## config.mk

```make
export PLATFORM = sky130hd
export DESIGN_NAME = soc2_timer_ctrl_flat
export DESIGN_NICKNAME = d
export VERILOG_FILES = /design/src/rtl/soc2_timer_ctrl_if.sv /design/src/rtl/soc2_timer_ctrl.sv /design/src/flat_wrapper.sv
export SDC_FILE = /design/constraint.sdc
export NUM_CORES = 1
export LEC_CHECK = 0
export ABC_AREA = 1
export ABC_CLOCK_PERIOD_IN_PS = 2340
export CORE_ASPECT_RATIO = 1.5
export CORE_UTILIZATION = 35
export DETAILED_ROUTE_END_ITERATION = 7
export PLACE_DENSITY_LB_ADDON = 0.25
export SETUP_SLACK_MARGIN = 0.5
export SLEW_MARGIN = 10
export SYNTH_ARGS = -nofsm -noshare
export SYNTH_HDL_FRONTEND = slang
export SYNTH_SLANG_ARGS = --single-unit
```

## constraint.sdc

```tcl
create_clock -name clk -period 2.34 [get_ports clk]
set_input_delay 0.351 -clock clk [delete_from_list [all_inputs] [get_ports clk]]
set_output_delay 0.351 -clock clk [all_outputs]
set_load 0.1 [all_outputs]
```

## src/rtl/soc2_timer_ctrl_if.sv

```systemverilog
// Register request/ack bus between the core-side decoder and soc2_timer_ctrl.
// Single-cycle req; ack and rdata come back registered one cycle later.
interface soc2_timer_ctrl_if;
   logic        req;
   logic        we;
   logic [4:0]  addr;
   logic [31:0] wdata;
   logic        ack;
   logic [31:0] rdata;

   modport master (
      output req, we, addr, wdata,
      input  ack, rdata
   );

   modport slave (
      input  req, we, addr, wdata,
      output ack, rdata
   );
endinterface

```

## src/rtl/soc2_timer_ctrl.sv

```systemverilog
// Prescaled up-counter timer with compare match, one-shot/periodic modes and a level irq.
// Programmed over a request/ack register port; EN is held as the IDLE/RUN state.
module soc2_timer_ctrl #(
   parameter int unsigned CNT_W = 32,
   parameter int unsigned PRE_W = 16
) (
   input  logic             clk,
   input  logic             resetn,
   soc2_timer_ctrl_if.slave bus,
   output logic             irq
);

   localparam logic [2:0] IdxCtrl     = 3'd0;
   localparam logic [2:0] IdxPrescale = 3'd1;
   localparam logic [2:0] IdxCount    = 3'd2;
   localparam logic [2:0] IdxCompare  = 3'd3;
   localparam logic [2:0] IdxStatus   = 3'd4;

   typedef enum logic [0:0] {StIdle, StRun} state_e;

   state_e             state_q, state_d;
   logic               per_q, per_d;
   logic               ie_q, ie_d;
   logic [PRE_W-1:0]   div_q, div_d;
   logic [PRE_W-1:0]   pre_q, pre_d;
   logic [CNT_W-1:0]   count_q, count_d;
   logic [CNT_W-1:0]   cmp_q, cmp_d;
   logic               pend_q, pend_d;
   logic               ack_q;
   logic [31:0]        rdata_q, rdata_d;

   logic               en;
   logic               tick;
   logic               match;
   logic               wr;
   logic               rd;
   logic               reg_ok;
   logic [2:0]         reg_idx;
   logic               wr_ctrl;
   logic               wr_prescale;
   logic               wr_count;
   logic               wr_compare;
   logic               wr_status;

   // Address decode: only word-aligned offsets 0x00..0x10 hit a register.
   always_comb begin
      reg_idx = bus.addr[4:2];
      reg_ok  = (bus.addr[1:0] == 2'b00) && (bus.addr[4:2] <= IdxStatus);
   end

   assign wr          = bus.req & bus.we;
   assign rd          = bus.req & ~bus.we;
   assign wr_ctrl     = wr & reg_ok & (reg_idx == IdxCtrl);
   assign wr_prescale = wr & reg_ok & (reg_idx == IdxPrescale);
   assign wr_count    = wr & reg_ok & (reg_idx == IdxCount);
   assign wr_compare  = wr & reg_ok & (reg_idx == IdxCompare);
   assign wr_status   = wr & reg_ok & (reg_idx == IdxStatus);

   assign en    = (state_q == StRun);
   assign tick  = en & (pre_q == div_q);
   assign match = tick & (count_q == cmp_q);

   // EN lives in the FSM; a CTRL write outranks a one-shot auto-clear.
   always_comb begin
      state_d = state_q;
      case (state_q)
         StIdle: begin
            if (wr_ctrl && bus.wdata[0]) begin
               state_d = StRun;
            end
         end
         StRun: begin
            if (wr_ctrl) begin
               state_d = bus.wdata[0] ? StRun : StIdle;
            end else if (match && !per_q) begin
               state_d = StIdle;
            end
         end
         default: state_d = StIdle;
      endcase
   end

   always_comb begin
      per_d = per_q;
      ie_d  = ie_q;
      div_d = div_q;
      cmp_d = cmp_q;
      if (wr_ctrl) begin
         per_d = bus.wdata[1];
         ie_d  = bus.wdata[2];
      end
      if (wr_prescale) begin
         div_d = bus.wdata[PRE_W-1:0];
      end
      if (wr_compare) begin
         cmp_d = bus.wdata[CNT_W-1:0];
      end
   end

   always_comb begin
      pre_d = pre_q + PRE_W'(1);
      if (!en || tick || wr_count) begin
         pre_d = '0;
      end
   end

   // A COUNT write outranks both increment and periodic reload.
   always_comb begin
      count_d = count_q;
      if (wr_count) begin
         count_d = bus.wdata[CNT_W-1:0];
      end else if (match) begin
         count_d = per_q ? '0 : count_q;
      end else if (tick) begin
         count_d = count_q + CNT_W'(1);
      end
   end

   // Hardware set wins over a same-cycle W1C.
   assign pend_d = match | (pend_q & ~(wr_status & bus.wdata[0]));

   always_comb begin
      rdata_d = '0;
      if (rd && reg_ok) begin
         case (reg_idx)
            IdxCtrl:     rdata_d[2:0]       = {ie_q, per_q, en};
            IdxPrescale: rdata_d[PRE_W-1:0] = div_q;
            IdxCount:    rdata_d[CNT_W-1:0] = count_q;
            IdxCompare:  rdata_d[CNT_W-1:0] = cmp_q;
            IdxStatus:   rdata_d[0]         = pend_q;
            default:     rdata_d            = '0;
         endcase
      end
   end

   always_ff @(posedge clk or negedge resetn) begin
      if (!resetn) begin
         state_q <= StIdle;
         per_q   <= 1'b0;
         ie_q    <= 1'b0;
         div_q   <= '0;
         pre_q   <= '0;
         count_q <= '0;
         cmp_q   <= '0;
         pend_q  <= 1'b0;
         ack_q   <= 1'b0;
         rdata_q <= '0;
      end else begin
         state_q <= state_d;
         per_q   <= per_d;
         ie_q    <= ie_d;
         div_q   <= div_d;
         pre_q   <= pre_d;
         count_q <= count_d;
         cmp_q   <= cmp_d;
         pend_q  <= pend_d;
         ack_q   <= bus.req;
         rdata_q <= rdata_d;
      end
   end

   assign bus.ack   = ack_q;
   assign bus.rdata = rdata_q;
   assign irq       = pend_q & ie_q;

endmodule
```

## src/flat_wrapper.sv

```systemverilog
// flat-port wrapper written by rule: the top's interface ports become plain ports
module soc2_timer_ctrl_flat 
#(
   parameter int unsigned CNT_W = 32,
   parameter int unsigned PRE_W = 16
)
  (clk, resetn, irq, bus_req, bus_we, bus_addr, bus_wdata, bus_ack, bus_rdata);
  soc2_timer_ctrl_if bus_i ();
  input  logic clk;
  input  logic resetn;
  output logic irq;
  input wire logic [$bits(bus_i.req)-1:0] bus_req;
  input wire logic [$bits(bus_i.we)-1:0] bus_we;
  input wire logic [$bits(bus_i.addr)-1:0] bus_addr;
  input wire logic [$bits(bus_i.wdata)-1:0] bus_wdata;
  output wire logic [$bits(bus_i.ack)-1:0] bus_ack;
  output wire logic [$bits(bus_i.rdata)-1:0] bus_rdata;
  assign bus_i.req = bus_req;
  assign bus_i.we = bus_we;
  assign bus_i.addr = bus_addr;
  assign bus_i.wdata = bus_wdata;
  assign bus_ack = bus_i.ack;
  assign bus_rdata = bus_i.rdata;
  soc2_timer_ctrl #(.CNT_W(CNT_W), .PRE_W(PRE_W)) u_core (.clk(clk), .resetn(resetn), .bus(bus_i), .irq(irq));
endmodule
```

==> impl_metrics.csv, run 1 <==
group,metric,value,unit
run,maxCapViolations,0,
placed_design,io_buffers,74,
routing,wl,22000,µm
floorplan,fp-row-count,66,
sta,tightest_slew,0.423,ns
power_and_ir_drop,internal_power,4220,µW
setup_path,worstPathRequired,2.66,ns
power_and_ir_drop,ir_drop,0.482,mV
finish,final_nets,1297,
clocking,insertion_delay,0.43,ns
routing,ant_nets,0,
clocking,cts_buffers,17,
sta,slew_viol_final,0,
floorplan,io_pins,75,
logic_synthesis,synth.cell_area,7680,µm²
logic_synthesis,synthDistinctLibCells,32,
finish,final_common_cell,"nand2_1",
sta,min_period,1.91,ns
sta,slew_headroom,71.6,%
finish,antennaDiodeCount,0,
sta,fin_setup_tns,0,ns
logic_synthesis,synth-edff-count,0,
sta,setup_viol,0,
worst_hold_path,hp-class,"in2async",
run_status,status,"finished, final reports clean",
routing,drc_errors,0,
power_and_ir_drop,p_total,5880,µW
global_route,grt_pass1_vias,6876,
logic_synthesis,seq_area_frac_synth,43.3,%
power_and_ir_drop,seq_power_share,43.5,%
global_route,grt.total_usage,20.3,%
power_and_ir_drop,p_per_area,580,nW/µm²
setup_path,start_kind,"flip-flop",
logic_synthesis,synth_top_area_cell,"dfrtp_1",
routing,first_pass_iters,5,
power_and_ir_drop,netSwitchingFraction,28.2,%
global_route,grt_overflow,0,
power_and_ir_drop,power_switching,1660,µW
clocking,cts.clk_slew.worst_paths,0.06,ns
routing,num_vias,7389,
floorplan,dieArea,22600,µm²
placed_design,dpl.hpwl,15500,µm
logic_synthesis,synth_area_leaders,"dfrtp_1 (43%), nand2_1 (21%), inv_1 (6.3%)",
clocking,h-tree-depth,4,
logic_synthesis,async_flop_share,100,%
logic_synthesis,ys.flop_type,"dfrtp_1",
floorplan,die_h,183,µm
sta,fmax,0.524,GHz
global_route,grt_max_degree,66,
finish,mostFrequentLayoutCells,"nand2_1 (400), inv_1 (117), dfrtp_1 (105), nor2_1 (98), buf_4 (92)",
power_and_ir_drop,clockPowerShare,44.4,%
power_and_ir_drop,combPwrFrac,12.1,%
logic_synthesis,synth_top_area_share,43.3,%
placed_design,place_congestion,0.869,
sta,hold_viol,0,
clocking,cts_sinks,133,
sta,clock_skew,0.0110,ns
logic_synthesis,syn_area_per_cell,6.83,µm²
sta,rsz0062_at_grt,"yes",
floorplan,initial_core_util,35.5,%
global_route,antenna_found_initial,0,
sta,period_share,81.6,%
logic_synthesis,syn_inst,1124,
routing,drtIter0Drc,434,
global_route,grt_pass1_wl,35200,µm
clocking,cts_tree,"built",
clocking,cts-root-buf,"clkbuf_16",
clocking,clockBufferDepth,2,
floorplan,die-width,123,µm
setup_path,cp_max_fo,6,
logic_synthesis,yosysWarnings,0,
floorplan,core_area,21600,µm²
finish,synthToLayoutAreaGrowth,32.0,%
sta,fin_hold_ws,0.343,ns
setup_path,critical_path_class,"reg2reg",
finish,drive_above_1_share,21.8,%
setup_path,cp.arrival,2.23,ns
power_and_ir_drop,p_leak,0.00501,µW
finish,n_fill_cell,2216,
logic_synthesis,syn-num-nets,1167,
routing,wl_per_cell,14.3,µm
setup_path,worstSetupEndpointType,"flip-flop",
logic_synthesis,yosys_register_bits,133,
routing,viasPerCell,4.80,
==> worst paths after layout <==
path	to	startpoint	cells after the start	slack [ns]
setup / recovery	u_core.count_q[30]	u_core.count_q[1]	15	0.43
hold / removal	u_core.bus.rdata[19]	resetn	2	0.34
setup reg to reg	u_core.count_q[30]	u_core.count_q[1]	15	0.43
hold reg to reg	u_core.pre_q[0]	u_core.pre_q[0]	1	0.52
max in group asynchronous	u_core.pre_q[2]	resetn	3	1.34
min in group clk	u_core.bus.ack	bus_req	1	0.41
==> critical path: stages, from the launching register on <==
cell	delay (ns)
dfrtp_2	0.42
buf_6	0.11
inv_2	0.03
nand2_1	0.04
nand2_1	0.05
nor2_2	0.13
nand2_1	0.08
nor2_2	0.12
nand2_2	0.07
inv_2	0.05
nand2_2	0.06
o21ai_4	0.21
nand2_4	0.13
clkbuf_16	0.19
nand2_1	0.06
nand2_1	0.04
==> stage by stage <==
stage	cells	setup slack, ns	cell area, µm²	util (%)
floorplan	1124	0.609	7680	-
global placement	1463	0.222	8870	41.0
detailed placement	1463	0.200	8870	41.0
CTS	1505	0.469	9600	44.4
global route	1539	0.341	10100	46.9
finish	1539	0.431	10100	46.9
==> flip-flops by register name, indices dropped and copies added (netlist names) <==
| register | flops |
|---|---|
| u_core.bus.rdata | 32 |
| u_core.cmp_q | 32 |
| u_core.count_q | 32 |
| u_core.div_q | 16 |
| u_core.pre_q | 16 |
| u_core.bus.ack | 1 |
| u_core.en | 1 |
| u_core.ie_q | 1 |
| u_core.pend_q | 1 |
| u_core.per_q | 1 |
==> synth_stat cells (all sizes together), types with 12 or more instances <==
| cell | number |
|---|---|
| nor3 | 21 |
| inv | 141 |
| buf | 29 |
| nand2 | 424 |
| clkbuf | 12 |
| o21ai | 70 |
| xor2 | 20 |
| nor2 | 132 |
| a22oi | 16 |
| o22ai | 17 |
| dfrtp | 133 |
| a21oi | 21 |
| nand3 | 68 |
==> timing repair <==
| item | CTS | global route |
|---|---|---|
| gates resized for setup | 34 | 89 |
| hold buffers | 1 | 0 |
| cloned | 0 | 3 |
| setup buffers | 9 | 31 |
| setup endpoints to repair | 36 | 40 |
| pin swaps | 2 | 35 |
| hold endpoints to repair | 20 | 0 |
==> cell families (layout without fill, tap and decap cells) <==
kind of cell               count (synthesis)  count (layout)  share of synthesized area [%]
and+or+nand+nor                          652             652                           34.3
buffers and inverters                    184             327                           9.59
DFF                                      133             133                           43.3
AOI/OAI and AO/OA                        127             127                           9.37
xor gates and xnor gates                  23              23                           2.62
muxes                                      3               3                          0.440
adders and majority gates                  2               2                          0.326
==> power groups by stage <==
stage	clock (µW)	sequential (µW)	combinational (µW)
finish	2610	2560	710
global route	2760	2580	811
CTS	2660	2560	689
detailed placement	0	2600	674
global placement	0	2590	663
floorplan	0	2600	383
==> layout make-up <==
type | instances | area (µm²) | share of cell area [%]
clock inverter | 14 | 129 | 1.27
inverter | 143 | 539 | 5.32
clock buffer | 18 | 439 | 4.33
tap | 272 | 340 | 3.36
multi-input combinational | 807 | 3880 | 38.3
sequential | 133 | 3360 | 33.2
timing repair buffer | 152 | 1450 | 14.3
==> per-layer routing <==
| metal | vias to the layer above | routed length, µm | track usage (%) |
|---|---|---|---|
| met2 | 145 | 11700 | 36.0 |
| met3 | 37 | 559 | 3.26 |
| met1 | 3442 | 9170 | 24.3 |
| li1 | 3765 | - | - |
| met4 | 0 | 563 | 7.51 |
| met5 | - | 0 | 0 |
(Power assumes the default switching activity.)
==> run 2, diff against run 1 <==
- ABC_CLOCK_PERIOD_IN_PS: 2340 -> 1900
- clock period: 2.34 -> 1.9 ns (I/O delays scaled with it)
==> run 2 against run 1 <==
The flow now finishes with violations (negative setup slack); sequential share of layout area is 3.2 points lower; clock skew is 0.0043 ns lower; die area unchanged; count of clock-buffer cells in the layout stayed put; via count is 5.5% higher; power rose by 34%; flip-flop and latch count unchanged; final cell count grew 5.1%; non-clock buffer count grew 78; register-to-register slack got worse by 0.43 ns; critical path depth down 1; fmax grew 0.34%; critical endpoint is now u_core.count_q[26]; largest cell class unchanged; highest routed layer unchanged.
==> impl_metrics.csv, run 2 (synthesis results as in run 1) <==
group,metric,value,unit
floorplan,initial_core_util,35.5,%
setup_path,cp-endpoint,"u_core.count_q[26]",
setup_path,cpMaxStageDelayCell,"dfrtp_1",
clocking,cts_buffers,17,
finish,multi_input_area,4060,µm²
sta,slew_viol_final,0,
routing,drtIter0Drc,355,
power_and_ir_drop,p_total,7880,µW
sta,fin_setup_tns,-0.00242,ns
floorplan,die_h,183,µm
clocking,h-tree-depth,4,
setup_path,cp.arrival,2.23,ns
placed_design,dpl.hpwl,16600,µm
sta,tightest_slew,0.523,ns
sta,period_share,100,%
finish,final_nets,1375,
power_and_ir_drop,ir_drop,0.592,mV
clocking,cts-root-buf,"clkbuf_16",
routing,viasPerCell,4.82,
finish,synthToLayoutAreaGrowth,45.1,%
sta,fmax,0.526,GHz
floorplan,die-width,123,µm
global_route,grt_overflow,0,
setup_path,r2r_cells,14,
sta,min_period,1.90,ns
finish,ff_latch_area,3340,µm²
routing,first_pass_iters,4,
placed_design,place_congestion,0.854,
floorplan,core_area,21600,µm²
clocking,insertion_delay,0.44,ns
power_and_ir_drop,p_leak,0.00561,µW
routing,num_vias,7793,
run_status,status,"finished with violations",
setup_path,worstPathRequired,2.23,ns
global_route,antenna_found_initial,0,
sta,setup_viol,1,
routing,drc_errors,0,
finish,antennaDiodeCount,0,
setup_path,timing.rr.end,"u_core.count_q[26]",
routing,wl_per_cell,14.9,µm
sta,rsz0062_at_grt,"yes",
setup_path,startpoint,"u_core.count_q[16]",
setup_path,max_stage_delay,0.40,ns
global_route,grt_max_degree,50,
clocking,clockBufferDepth,2,
sta,hold_viol,0,
floorplan,dieArea,22600,µm²
sta,clock_skew,0.00671,ns
worst_hold_path,hp-class,"in2reg",
setup_path,crit_top_cell,"nand2_1",
routing,ant_nets,0,
sta,slew_headroom,65.1,%
placed_design,io_buffers,74,
setup_path,cp_max_fo,6,
run,maxCapViolations,0,
finish,drive_above_1_share,28.6,%
clocking,cts_tree,"built",
setup_path,cp_cell_sequence,"inv_1, nand2_1, nand2_1, nor2_2, nand2_2, inv_2, nand2_2, nor2_2, nand2_2, o21ai_4, nand2_4, clkbuf_16, nand2_1, nand2_1",
routing,wl,24000,µm
floorplan,fp-row-count,66,
run_status,violations,"negative setup slack",
setup_path,critical_path_class,"reg2reg",
global_route,grt_pass1_wl,37100,µm
clocking,cts_sinks,133,
sta,setup_ws,-0.00242,ns
clocking,cts.clk_slew.worst_paths,0.06,ns
setup_path,worstSetupEndpointType,"flip-flop",
setup_path,start_kind,"flip-flop",
power_and_ir_drop,p_per_area,707,nW/µm²
floorplan,io_pins,75,
setup_path,rrSetupSlack,-0.002,ns
global_route,grt_pass1_vias,7461,
finish,final_common_cell,"nand2_1",
global_route,grt.total_usage,21.5,%
setup_path,r2r_start,"u_core.count_q[16]",
finish,n_fill_cell,2111,
finish,mostFrequentLayoutCells,"nand2_1 (378), buf_4 (155), dfrtp_1 (125), inv_1 (103), nor2_1 (97)",
-- run 2: cell types whose count changed in the layout (fill, tap and decap cells not counted), sizes merged --
| cell | delta |
|---|---|
| bufinv | +4 |
| clkinvlp | -4 |
| dlymetal6s2s | +1 |
| dlygate4sd2 | +5 |
| clkdlybuf4s50 | -6 |
| clkbuf | +5 |
| buf | +73 |
-- run 2: repair_timing --
item,CTS,global route
hold buffers,1,0
buffers inserted,15,17
endpoints found under the setup margin,126,82
pin swaps,23,32
resized for setup,58,108
endpoints found under the hold margin,45,0
gates cloned,1,7
-- run 2: stage by stage --
| step | setup slack (ns) | utilization, % | hold WS (ns) | std cells | area, µm² |
|---|---|---|---|---|---|
| 2_1_floorplan | 0.292 | - | -0.0106 | 1124 | 7820 |
| 5_1_grt | -0.0986 | 51.5 | 0.00357 | 1617 | 11100 |
| 6_report | -0.00242 | 51.5 | 0.0116 | 1617 | 11100 |
| 3_5_place_dp | -0.277 | 44.3 | 0.283 | 1544 | 9590 |
| 4_1_cts | 0.0443 | 48.9 | 0.311 | 1593 | 10600 |
| 3_3_place_gp | -0.226 | 44.3 | 0.274 | 1544 | 9590 |
-- run 2: metal layers --
| metal | share of wire [%] | vias to the layer above | global-route usage [%] |
|---|---|---|---|
| met2 | 54 | 158 | 38.3 |
| met3 | 3.1 | 46 | 3.85 |
| met1 | 39 | 3670 | 24.5 |
| li1 | - | 3919 | - |
| met4 | 3.0 | 0 | 10.1 |
| met5 | 0 | - | 0 |
-- run 2: critical path, delay by kind of cell (launching register included) --
kind            cells  cell delay (ns)
simple gates       10             0.88
flops               1             0.40
buf+inv             3             0.34
compound gates      1             0.19
-- run 2: cell type report --
type                    count  share of cell area (%)
clock inverters            14                    2.00
flip-flops and latches    133                    30.0
well taps                 272                    3.05
inverters                 143                    4.90
clock buffers              18                    3.94
multi-input cells         807                    36.4
repair buffers            230                    19.8
-- run 2: worst min-delay path by stage --
stage / from / end / slack, ns / cells after the start
3_3_place_gp: resetn / u_core.bus.rdata[2] / 0.27 / 1
6_report: bus_req / u_core.bus.ack / 0.01 / 1
4_1_cts: bus_req / u_core.bus.ack / 0.31 / 1
3_5_place_dp: resetn / u_core.bus.rdata[1] / 0.28 / 1
2_1_floorplan: resetn / u_core.bus.ack / -0.01 / 0
5_1_grt: bus_req / u_core.bus.ack / 0.004 / 1
-- run 2: report_power, final --
group	switching, µW	internal (µW)	total (µW)
registers	137	3020	3160
clock network	1390	2380	3770
logic	563	393	956
total	2090	5790	7880
